<file path="config.mk">
export PLATFORM = sky130hd
export DESIGN_NAME = nodf_module_status_tracker
export DESIGN_NICKNAME = d
export VERILOG_FILES = /design/src/rtl/nodf_module_status_tracker.sv
export SDC_FILE = /design/constraint.sdc
export NUM_CORES = 1
export LEC_CHECK = 0
export ABC_AREA = 1
export CORE_UTILIZATION = 31
export CTS_CLUSTER_SIZE = 12
export DETAILED_ROUTE_END_ITERATION = 12
export GPL_TIMING_DRIVEN = 0
export PLACE_DENSITY = 0.56
export RECOVER_POWER = 50
export REMOVE_ABC_BUFFERS = 1
export SYNTH_ARGS = -nofsm -noshare
export SYNTH_HDL_FRONTEND = slang
export SYNTH_SLANG_ARGS = --single-unit
</file>
<file path="constraint.sdc">
create_clock -name clock -period 4.8 [get_ports clock]
set_input_delay 0.72 -clock clock [delete_from_list [all_inputs] [get_ports clock]]
set_output_delay 0.72 -clock clock [all_outputs]
set_load 0.02 [all_outputs]
</file>
<file path="src/rtl/nodf_module_status_tracker.sv">
`default_nettype none
// ============================================================================
// Module   : nodf_module_status_tracker
// Function : Passive monitor for an ap_ctrl_hs handshake. It tracks per-cycle
//            state, handshake counts and transaction latency, and freezes its
//            statistics when finish is seen.
// Revision : 1.0
// ============================================================================
module nodf_module_status_tracker #(
  parameter int CNT_W = 32,
  parameter int LAT_W = 32
) (
  input  logic             clock,
  input  logic             reset,
  input  logic             ap_start,
  input  logic             ap_ready,
  input  logic             ap_done,
  input  logic             ap_continue,
  input  logic             finish,
  output logic [1:0]       state,
  output logic [CNT_W-1:0] start_cnt,
  output logic [CNT_W-1:0] ready_cnt,
  output logic [CNT_W-1:0] done_cnt,
  output logic [CNT_W-1:0] idle_cycles,
  output logic [CNT_W-1:0] busy_cycles,
  output logic [CNT_W-1:0] stall_cycles,
  output logic [LAT_W-1:0] last_lat,
  output logic [LAT_W-1:0] min_lat,
  output logic [LAT_W-1:0] max_lat,
  output logic             frozen
);

  typedef enum logic [1:0] {
    S_IDLE = 2'b00,
    S_BUSY = 2'b01,
    S_WAIT = 2'b10
  } state_t;

  localparam logic [CNT_W-1:0] C_CNT_MAX = {CNT_W{1'b1}};
  localparam logic [CNT_W-1:0] C_CNT_ONE = {{(CNT_W-1){1'b0}}, 1'b1};
  localparam logic [LAT_W-1:0] C_LAT_MAX = {LAT_W{1'b1}};
  localparam logic [LAT_W-1:0] C_LAT_ONE = {{(LAT_W-1){1'b0}}, 1'b1};

  state_t           r_state, w_state_nxt;
  logic [LAT_W-1:0] r_lat, w_lat_nxt, w_lat_inc;
  logic [LAT_W-1:0] r_cap_lat, w_cap_nxt;
  logic [LAT_W-1:0] w_done_lat;
  logic             w_complete;

  logic [CNT_W-1:0] r_start_cnt, r_ready_cnt, r_done_cnt;
  logic [CNT_W-1:0] r_idle_cycles, r_busy_cycles, r_stall_cycles;
  logic [LAT_W-1:0] r_last_lat, r_min_lat, r_max_lat;
  logic             r_frozen;

  function automatic logic [CNT_W-1:0] sat_cnt(input logic [CNT_W-1:0] v, input logic en);
    return (en && (v != C_CNT_MAX)) ? v + C_CNT_ONE : v;
  endfunction

  always_comb begin
    w_state_nxt = r_state;
    w_lat_nxt   = r_lat;
    w_cap_nxt   = r_cap_lat;
    w_complete  = 1'b0;
    w_done_lat  = '0;
    w_lat_inc   = (r_lat == C_LAT_MAX) ? r_lat : r_lat + C_LAT_ONE;
    case (r_state)
      S_IDLE: begin
        if (ap_start) begin
          if (ap_done && ap_continue) begin
            // zero-latency transaction completes without leaving IDLE
            w_complete = 1'b1;
          end else if (ap_done) begin
            w_state_nxt = S_WAIT;
            w_cap_nxt   = '0;
          end else begin
            w_state_nxt = S_BUSY;
            w_lat_nxt   = '0;
          end
        end
      end
      S_BUSY: begin
        // w_lat_inc equals (current cycle index - start cycle index)
        w_lat_nxt = w_lat_inc;
        if (ap_done) begin
          if (ap_continue) begin
            w_complete = 1'b1;
            w_done_lat = w_lat_inc;
            if (ap_start) begin
              w_lat_nxt = '0;
            end else begin
              w_state_nxt = S_IDLE;
            end
          end else begin
            w_state_nxt = S_WAIT;
            w_cap_nxt   = w_lat_inc;
          end
        end
      end
      S_WAIT: begin
        if (ap_continue) begin
          w_complete = 1'b1;
          w_done_lat = r_cap_lat;
          if (ap_start) begin
            w_state_nxt = S_BUSY;
            w_lat_nxt   = '0;
          end else begin
            w_state_nxt = S_IDLE;
          end
        end
      end
      default: w_state_nxt = S_IDLE;
    endcase
  end

  always_ff @(posedge clock or negedge reset) begin
    if (!reset) begin
      r_state        <= S_IDLE;
      r_lat          <= '0;
      r_cap_lat      <= '0;
      r_start_cnt    <= '0;
      r_ready_cnt    <= '0;
      r_done_cnt     <= '0;
      r_idle_cycles  <= '0;
      r_busy_cycles  <= '0;
      r_stall_cycles <= '0;
      r_last_lat     <= '0;
      r_min_lat      <= C_LAT_MAX;
      r_max_lat      <= '0;
      r_frozen       <= 1'b0;
    end else if (!r_frozen) begin
      r_state        <= w_state_nxt;
      r_lat          <= w_lat_nxt;
      r_cap_lat      <= w_cap_nxt;
      r_start_cnt    <= sat_cnt(r_start_cnt, ap_start & ap_ready);
      r_ready_cnt    <= sat_cnt(r_ready_cnt, ap_ready);
      r_done_cnt     <= sat_cnt(r_done_cnt, w_complete);
      r_idle_cycles  <= sat_cnt(r_idle_cycles, r_state == S_IDLE);
      r_busy_cycles  <= sat_cnt(r_busy_cycles, r_state == S_BUSY);
      r_stall_cycles <= sat_cnt(r_stall_cycles, r_state == S_WAIT);
      if (w_complete) begin
        r_last_lat <= w_done_lat;
        if (w_done_lat < r_min_lat) r_min_lat <= w_done_lat;
        if (w_done_lat > r_max_lat) r_max_lat <= w_done_lat;
      end
      if (finish) r_frozen <= 1'b1;
    end
  end

  assign state        = r_state;
  assign start_cnt    = r_start_cnt;
  assign ready_cnt    = r_ready_cnt;
  assign done_cnt     = r_done_cnt;
  assign idle_cycles  = r_idle_cycles;
  assign busy_cycles  = r_busy_cycles;
  assign stall_cycles = r_stall_cycles;
  assign last_lat     = r_last_lat;
  assign min_lat      = r_min_lat;
  assign max_lat      = r_max_lat;
  assign frozen       = r_frozen;

endmodule
`default_nettype wire

</file>
==> flow_summary.toml, run 1 <==
[floorplan]
coreArea_um2 = 60400
std_cell_rows = 90
initial_core_util_pct = 31.3
ios = 298
die_area_um2 = 62000
fp.dieW_um = 249
die_height_um = 249

[synth]
synth_warnings = 0
synth_seq_cells = 355
syn_inst = 2294
ys.flop_type = "dfrtp_1"
synth-seq-area-share_pct = 47.2
synthArstFlopShare_pct = 100
synth_area_um2 = 18900
synth_edf_count = 0
syn_avg_cell_area_um2 = 8.24
synth_cell_types = 48

[pwr]
power.leakage_nw = 11.2
p_total_mw = 7.20
ir_drop_mv = 0.230
powerDensity_nw_per_um2 = 294

[timing]
setup_viol = 0
finalCritPeriodShare_pct = 93.4
finClkSkew_ps = 16.4
min_period_ps = 4480
tns_ps = 0
drv_slew = 262
clock.fmax_ghz = 0.223
max-slew-margin-rel_pct = -40.3
worst_pin_slew_ps = 2100
hold_viol = 0

[global_route]
grt_pass1_wl_mm = 86.5
grt-ovfl-total = 0
grt_max_degree = 113
grt_pass1_vias = 16000
antenna_found_initial = 2
grt_use_total_pct = 17.1

[min_path]
worstHoldPathType = "reg -> reg"

[worst_setup_path]
worstPathRequired_ps = 5280
start_kind = "flop"
end_kind = "flop"
crit_type = "reg -> reg"
worstPathArrival_ps = 4960
path_max_fanout = 8

[drt]
finalWirelength_mm = 54.3
vias_per_cell = 4.73
first_iter_violations = 847
vias = 16200
wl_per_cell_um = 15.9
ant_nets = 0
route.detailed.drc = 0
drt_pass1_iterations = 6

[cts]
cts_buffer_depth = 3
clk_latency_ps = 560
cts_tree = "yes"
clock-sinks = 355
clkTransAtPathRegs_ps = 60
h-tree-depth = 2
cts_root_buf = "clkbuf_16"
cts_buffers = 43

[layout]
syn_to_final_growth_pct = 29.6
fin_cells = 3421
final_nets = 2687
n_fill_cell = 6073
diodes = 0
drive_gt1_share_pct = 6.82

[status]
status = "finished, violations left"
violations = "max-capacitance violations, max-slew violations"

[placement]
routabilityCongestion = 0.876
dpl.hpwl_mm = 39.0
port_buffers = 297
place_inst = 3331

[run]
maxCapViolations = 3
[timing repair]
action / 4_1_cts / 5_1_grt
setup buffers: 1 / 8
pin swaps: 2 / 10
endpoints found under the setup margin: 79 / 75
resized for setup: 16 / 21
hold buffers: 0 / 0
cloned: 0 / 2
[routing by layer]
| layer | routed length [um] | vias up | part of all wire [%] | track usage, % |
|---|---|---|---|---|
| li1 | - | 8006 | - | - |
| met1 | 24900 | 7754 | 46 | 23.0 |
| met2 | 24900 | 324 | 46 | 27.3 |
| met3 | 2550 | 101 | 4.7 | 3.49 |
| met4 | 1840 | 4 | 3.4 | 6.14 |
| met5 | 23 | - | 0.042 | 0 |
[path summary, 6_finish.rpt]
path	endpoint	slack, ps	start	depth (start not counted)
setup reg to reg	max_lat[26]	320	r_lat[0]	23
max in group asynchronous	idle_cycles[6]	1380	reset	2
hold reg to reg	last_lat[8]	470	last_lat[8]	2
min in group asynchronous	done_cnt[15]	760	reset	1
hold / removal	last_lat[8]	470	last_lat[8]	2
setup / recovery	max_lat[26]	320	r_lat[0]	23
[cell usage in the layout (no fill, tap or decap), types with 3 or more instances in the layout]
| master | count |
|---|---|
| a211oi_1 | 4 |
| xor2_1 | 151 |
| dlygate4sd3_1 | 83 |
| clkinv_2 | 9 |
| a21oi_1 | 58 |
| nand2_4 | 4 |
| bufinv_16 | 3 |
| a21oi_2 | 8 |
| inv_1 | 274 |
| o22ai_1 | 29 |
| o32ai_1 | 3 |
| nand2_2 | 8 |
| buf_4 | 8 |
| nor3_4 | 3 |
| xnor2_1 | 51 |
| o221ai_1 | 3 |
| nor3_1 | 97 |
| ha_1 | 74 |
| nand4_1 | 44 |
| inv_2 | 5 |
| clkbuf_16 | 45 |
| nor2_2 | 5 |
| o21ai_1 | 8 |
| clkdlybuf4s50_1 | 213 |
| nor2_4 | 4 |
| nor4_1 | 16 |
| nor2_1 | 171 |
| dfrtp_1 | 323 |
| nor3b_1 | 4 |
| clkbuf_8 | 13 |
| o31ai_1 | 3 |
| nor4b_1 | 3 |
| dfstp_2 | 32 |
| clkbuf_1 | 8 |
| clkinvlp_4 | 3 |
| buf_8 | 3 |
| o21ai_0 | 97 |
| nand3_1 | 115 |
| nand2_1 | 619 |
[stage by stage]
stage	hold WS (ps)	utilization (%)	setup WS [ps]	instance area (um^2)
after floorplan	424	-	-181	18700
after global placement	463	37.5	-13230	22600
after detailed placement	464	37.8	-2320	22800
after CTS	14.9	40.4	11.3	24400
after global routing	491	40.6	-40.5	24500
final	471	40.6	318	24500
[cells by family after synthesis]
logic type / count (synthesis) / synth area share (%)
buffers and inverters: 333 / 6.80
adders and majority gates: 75 / 4.96
xor gates and xnor gates: 202 / 9.36
and+or+nand+nor: 1104 / 25.1
DFF: 355 / 47.2
AOI/OAI and AO/OA: 225 / 6.57
[worst max-delay path, cell delays in order (launching register included)]
cell and delay (ps):
dfrtp_1 410, ha_1 250, nand2_1 110, nor2_1 50
nand2_1 160, nor2_4 70, nand2_2 120, nand4_1 200
nor2_2 200, nand2_1 120, nor3_2 140, xor2_1 230
nand2_1 90, a21oi_2 250, ha_1 200, nand2_1 70
nor2_1 190, nand4_1 310, nor4_4 440, a31oi_4 240
nand2_8 170, buf_4 210, nand2_1 60, o21ai_1 70
[Yosys cell counts (29+ instances only)]
| cell type | instances | area, um^2 |
|---|---|---|
| o22ai_1 | 29 | 181 |
| dfstp_2 | 32 | 841 |
| a21oi_1 | 64 | 320 |
| xnor2_1 | 51 | 447 |
| inv_1 | 276 | 1040 |
| nand2_1 | 621 | 2330 |
| nand4_1 | 44 | 275 |
| xor2_1 | 151 | 1320 |
| nor2_1 | 171 | 642 |
| o21ai_0 | 98 | 490 |
| clkbuf_1 | 41 | 154 |
| ha_1 | 75 | 938 |
| dfrtp_1 | 323 | 8080 |
| nand3_1 | 114 | 571 |
| nor3_1 | 98 | 490 |
[report_power, final]
part | internal [mW] | switching (mW)
clock network | 2.07 | 1.33
registers | 3.05 | 0.0582
logic | 0.199 | 0.488
[final cells by class]
cell class / instances / area, um^2 / share of cell area, %
Clock buffer: 65 / 1330 / 5.43
Timing Repair inverter: 1 / 5.00 / 0.0204
Sequential cell: 355 / 8920 / 36.4
Timing Repair Buffer: 313 / 3160 / 12.9
Multi-Input combinational cell: 1607 / 8870 / 36.2
Tap cell: 782 / 978 / 3.99
Inverter: 284 / 1090 / 4.44
Clock inverter: 14 / 151 / 0.618
Note: power is estimated with default switching activity, not from simulation.
==> run 2, diff against run 1 <==
==> constraint.sdc (replaced) <==
create_clock -name clock -period 4.25 [get_ports clock]
set_input_delay 0.6375 -clock clock [delete_from_list [all_inputs] [get_ports clock]]
set_output_delay 0.6375 -clock clock [all_outputs]
set_load 0.02 [all_outputs]
==> flow_summary.toml, run 2 (synthesized netlist as in run 1, its figures left out) <==
[status]
status = "finished, violations left"
violations = "max-capacitance violations, max-slew violations"

[placement]
routabilityCongestion = 0.876
place_ws_ps = -2870
dpl.hpwl_mm = 39.0
place_inst = 3331
dpl_cell_area_um2 = 22800
port_buffers = 297

[drt]
vias = 16600
ant_nets = 0
wl_per_cell_um = 16.7
finalWirelength_mm = 57.7
drt_pass1_iterations = 4
vias_per_cell = 4.79
route.detailed.drc = 0
first_iter_violations = 934

[worst_setup_path]
cp_slowest_cell = "dfrtp_1"
cpPeakStageDelay_ps = 430
cp_num_buf_inv = 5
worstPathRequired_ps = 4690
path_max_fanout = 5
crit_family = "simple AND/OR/NAND/NOR gates"
start_kind = "flop"
worstPathArrival_ps = 4500
cpMostUsedCell = "nand2_2"
crit_type = "reg -> reg"
end_kind = "flop"

[floorplan]
ios = 298
std_cell_rows = 90
fp.dieW_um = 249
die_height_um = 249
die_area_um2 = 62000
initial_core_util_pct = 31.3
coreArea_um2 = 60400

[cts]
cts_buffer_depth = 3
clk_latency_ps = 560
clock-sinks = 355
h-tree-depth = 2
clkTransAtPathRegs_ps = 60
cts_root_buf = "clkbuf_16"
cts_buffers = 43
cts_tree = "yes"

[timing]
clock.fmax_ghz = 0.246
drv_slew = 35
max-slew-margin-rel_pct = -59.8
setup_viol = 0
tns_ps = 0
worst_pin_slew_ps = 2400
layout_setup_ws_ps = 191
hold_ws_ps = 472
min_period_ps = 4060
finClkSkew_ps = 18.8
hold_viol = 0
finalCritPeriodShare_pct = 95.5

[global_route]
antenna_found_initial = 2
grt_pass1_wl_mm = 88.3
grt-ovfl-total = 0
grt_max_degree = 113
grt_use_total_pct = 17.6
grt_pass1_vias = 16100

[layout]
diodes = 0
postLayoutCoreUtil_pct = 41.9
syn_to_final_growth_pct = 33.8
n_fill_cell = 6015
fin_cells = 3459
drive_gt1_share_pct = 9.90
final_nets = 2725
mostFrequentLayoutCell = "nand2_1"
final_cell_mix = "nand2_1, dfrtp_1, inv_1"
design_area_um2 = 25300

[pwr]
powerDensity_nw_per_um2 = 329
p_total_mw = 8.33
power.leakage_nw = 11.4
ir_drop_mv = 0.259

[min_path]
worstHoldPathType = "reg -> reg"

[run]
maxCapViolations = 1
## run 2: layout make-up
type / count / area [um^2] / area share, %
multi-input combinational: 1613 / 9280 / 36.7
timing repair inverter: 3 / 30.0 / 0.119
sequential: 355 / 8920 / 35.3
clock inverter: 14 / 151 / 0.599
inverter: 284 / 1110 / 4.40
tap: 782 / 978 / 3.87
clock buffer: 65 / 1330 / 5.26
timing repair buffer: 343 / 3490 / 13.8
## run 2: worst paths after layout
| path | from | endpoint | slack [ps] | cells after the start |
|---|---|---|---|---|
| worst max-delay path | r_lat[1] | max_lat[29] | 190 | 27 |
| worst min-delay path | min_lat[3] | min_lat[3] | 470 | 2 |
| worst max register to register | r_lat[1] | max_lat[29] | 190 | 27 |
| worst min register to register | min_lat[3] | min_lat[3] | 470 | 2 |
| max in group asynchronous | reset | idle_cycles[6] | 1410 | 3 |
| min in group asynchronous | reset | done_cnt[15] | 1350 | 2 |
## run 2: worst reg2reg max path, stage by stage, from the launching register on
cell,delay (ps)
dfrtp_1,430
ha_4,180
nand2_2,70
nor2_2,120
nand2_2,90
nor2_4,210
inv_2,60
nor2_2,110
nand2_1,90
nor2_4,150
nand4_1,140
xor2_2,240
inv_1,80
nand2_2,80
a21oi_4,80
ha_1,310
nand2_2,70
nor2_4,90
nand4_1,110
buf_4,180
nor4_4,210
buf_4,180
nand2_2,70
nand2_4,100
nand2_8,140
buf_12,190
nand2_1,60
o21ai_0,70
## run 2: power breakdown
part | internal, mW | total (mW) | switching, mW
clock network | 2.34 | 3.85 | 1.51
logic | 0.304 | 0.968 | 0.664
registers | 3.45 | 3.52 | 0.0695
total | 6.09 | 8.33 | 2.24
## run 2: what timing repair did
item                                   in CTS  in global routing
hold buffers                                1                  0
gates cloned                                3                  8
pin swaps                                  13                 30
buffers inserted                           12                 25
setup endpoints to repair                  94                 69
gates resized for setup                    50                 68
endpoints found under the hold margin      34                  0
## run 2: layer usage
layer,track usage [%],part of all wire (%)
met4,6.12,2.9
met3,3.54,5.0
met5,0,0.040
met1,23.4,45
met2,28.3,47
==> run 3, diff against run 2 <==
--- a/config.mk
+++ b/config.mk
@@ -9,8 +9,8 @@
 export CORE_UTILIZATION = 31
 export CTS_CLUSTER_SIZE = 12
 export DETAILED_ROUTE_END_ITERATION = 12
-export GPL_TIMING_DRIVEN = 0
-export PLACE_DENSITY = 0.56
+export GPL_ROUTABILITY_DRIVEN = 0
+export PLACE_DENSITY = 0.57
 export RECOVER_POWER = 50
 export REMOVE_ABC_BUFFERS = 1
 export SYNTH_ARGS = -nofsm -noshare
==> flow_summary.toml, run 3 (synthesized netlist as in run 1, its figures left out) <==
[timing]
hold_viol = 0
min_period_ps = 3950
clock.fmax_ghz = 0.253
worst_pin_slew_ps = 3180
max-slew-margin-rel_pct = -112
drv_slew = 117
hold_ws_ps = 470
setup_viol = 0
finClkSkew_ps = 25.8
finalCritPeriodShare_pct = 93.0
layout_setup_ws_ps = 297

[layout]
mostFrequentLayoutCell = "nand2_1"
final_nets = 2734
drive_gt1_share_pct = 8.08
diodes = 0
syn_to_final_growth_pct = 30.9
final_cell_mix = "nand2_1, dfrtp_1, inv_1"
postLayoutCoreUtil_pct = 41.0
fin_cells = 3467
design_area_um2 = 24700

[cts]
clkTransAtPathRegs_ps = 60
cts_buffers = 44
cts_tree = "yes"
clk_latency_ps = 570
h-tree-depth = 2
cts_hold_buf = 0
clock-sinks = 355
cts_buffer_depth = 3
cts_setup_buffers = 0
cts_resized = 0
cts_root_buf = "clkbuf_16"

[drt]
wl_met2_mm = 25.0
vias = 16300
top_layer = "met5"
first_iter_violations = 885
wl_per_cell_um = 15.7
drt_pass1_iterations = 5
wl_met1_mm = 25.2
finalWirelength_mm = 54.3
route.detailed.drc = 0
vias_per_cell = 4.71
ant_nets = 0
wl_met3_mm = 2.66

[floorplan]
ios = 298
die_height_um = 249
std_cell_rows = 90
initial_core_util_pct = 31.3
coreArea_um2 = 60400
die_area_um2 = 62000
fp.dieW_um = 249

[worst_setup_path]
path_max_fanout = 14
cp_slowest_cell = "dfrtp_1"
crit_type = "reg -> reg"
cp_num_buf_inv = 3
worstPathRequired_ps = 4700
cpPeakStageDelay_ps = 390
end_kind = "flop"
crit_family = "compound AO/OA/AOI/OAI gates"
start_kind = "flop"
ff2ff_path_depth = 25
cp_num_cells = 25
worstPathArrival_ps = 4400
cpMostUsedCell = "nand2_1"

[placement]
dpl.hpwl_mm = 40.4
port_buffers = 297
dpl_cell_area_um2 = 23200
place_inst = 3388
place_ws_ps = -17.1

[pwr]
internal_power_mw = 6.07
pwr-share-seq_pct = 42.9
powerDensity_nw_per_um2 = 330
power.leakage_nw = 11.4
switching_share_pct = 25.8
ir_drop_mv = 0.316
power_frac_comb_pct = 9.8
pwr-share-clk_pct = 47.3
power.switching_mw = 2.11

[status]
status = "finished, violations left"
violations = "max-capacitance violations, max-slew violations"

[global_route]
grt_use_total_pct = 17.5
grt_max_degree = 118
antenna_found_initial = 2
grt_pass1_wl_mm = 88.8
grt_pass1_vias = 16300
grt-ovfl-total = 0

[min_path]
worstHoldPathType = "reg -> reg"
hold_depth = 2

[run]
maxCapViolations = 1
[run 3: cell count changes in the layout (fill, tap and decap cells not counted), moves of 10 or more]
cell,previous run,this run
a21oi_1,38,59
nand2_1,611,621
dlygate4sd3_1,95,85
buf_4,32,49
a21oi_2,19,8
a21oi_4,11,1
[run 3: layout make-up]
| class | instances | area (um^2) |
|---|---|---|
| timing repair buffer | 361 | 3510 |
| tap | 782 | 978 |
| sequential | 355 | 8920 |
| fill | 6074 | 35600 |
| multi-input combinational | 1606 | 8780 |
| clock inverter | 19 | 231 |
| clock buffer | 60 | 1250 |
| inverter | 284 | 1070 |
[run 3: per-layer routing]
layer,vias up,track usage (%)
met4,4,5.47
met5,-,0
li1,8101,-
met3,85,3.63
met1,7803,23.6
met2,337,28.0
[run 3: final timing paths]
path	startpoint	endpoint	slack, ps
min	min_lat[1]	min_lat[1]	470
max reg2reg	r_lat[1]	max_lat[16]	300
min in group asynchronous	reset	done_cnt[15]	1110
max in group asynchronous	reset	idle_cycles[25]	790
min reg2reg	min_lat[1]	min_lat[1]	470
max	r_lat[1]	max_lat[16]	300
[run 3: metrics by stage]
stage | TNS [ps] | power [mW]
final | 0 | 8.18
after global routing | -69.7 | 8.55
after CTS | 0 | 8.32
after detailed placement | -59.2 | 4.37
after global placement | -1.62 | 4.35
after floorplan | -31400 | 4.00
[run 3: power by group through the flow]
stage / registers (mW) / logic, mW / clock network, mW
2_1_floorplan: 3.58 / 0.424 / 0
3_3_place_gp: 3.56 / 0.790 / 0
3_5_place_dp: 3.57 / 0.799 / 0
4_1_cts: 3.51 / 0.803 / 4.01
5_1_grt: 3.52 / 0.901 / 4.13
6_report: 3.51 / 0.802 / 3.86
[run 3: worst reg2reg max path: cells and delay by family (launching register included)]
family                   cells  cell delay [ps]
buffers and inverters        3              420
AO/OA/AOI/OAI                8             1260
flip-flops                   1              390
adder cells (fa/ha/maj)      2              540
AND/OR/NAND/NOR             11             1010
XOR/XNOR                     1              190
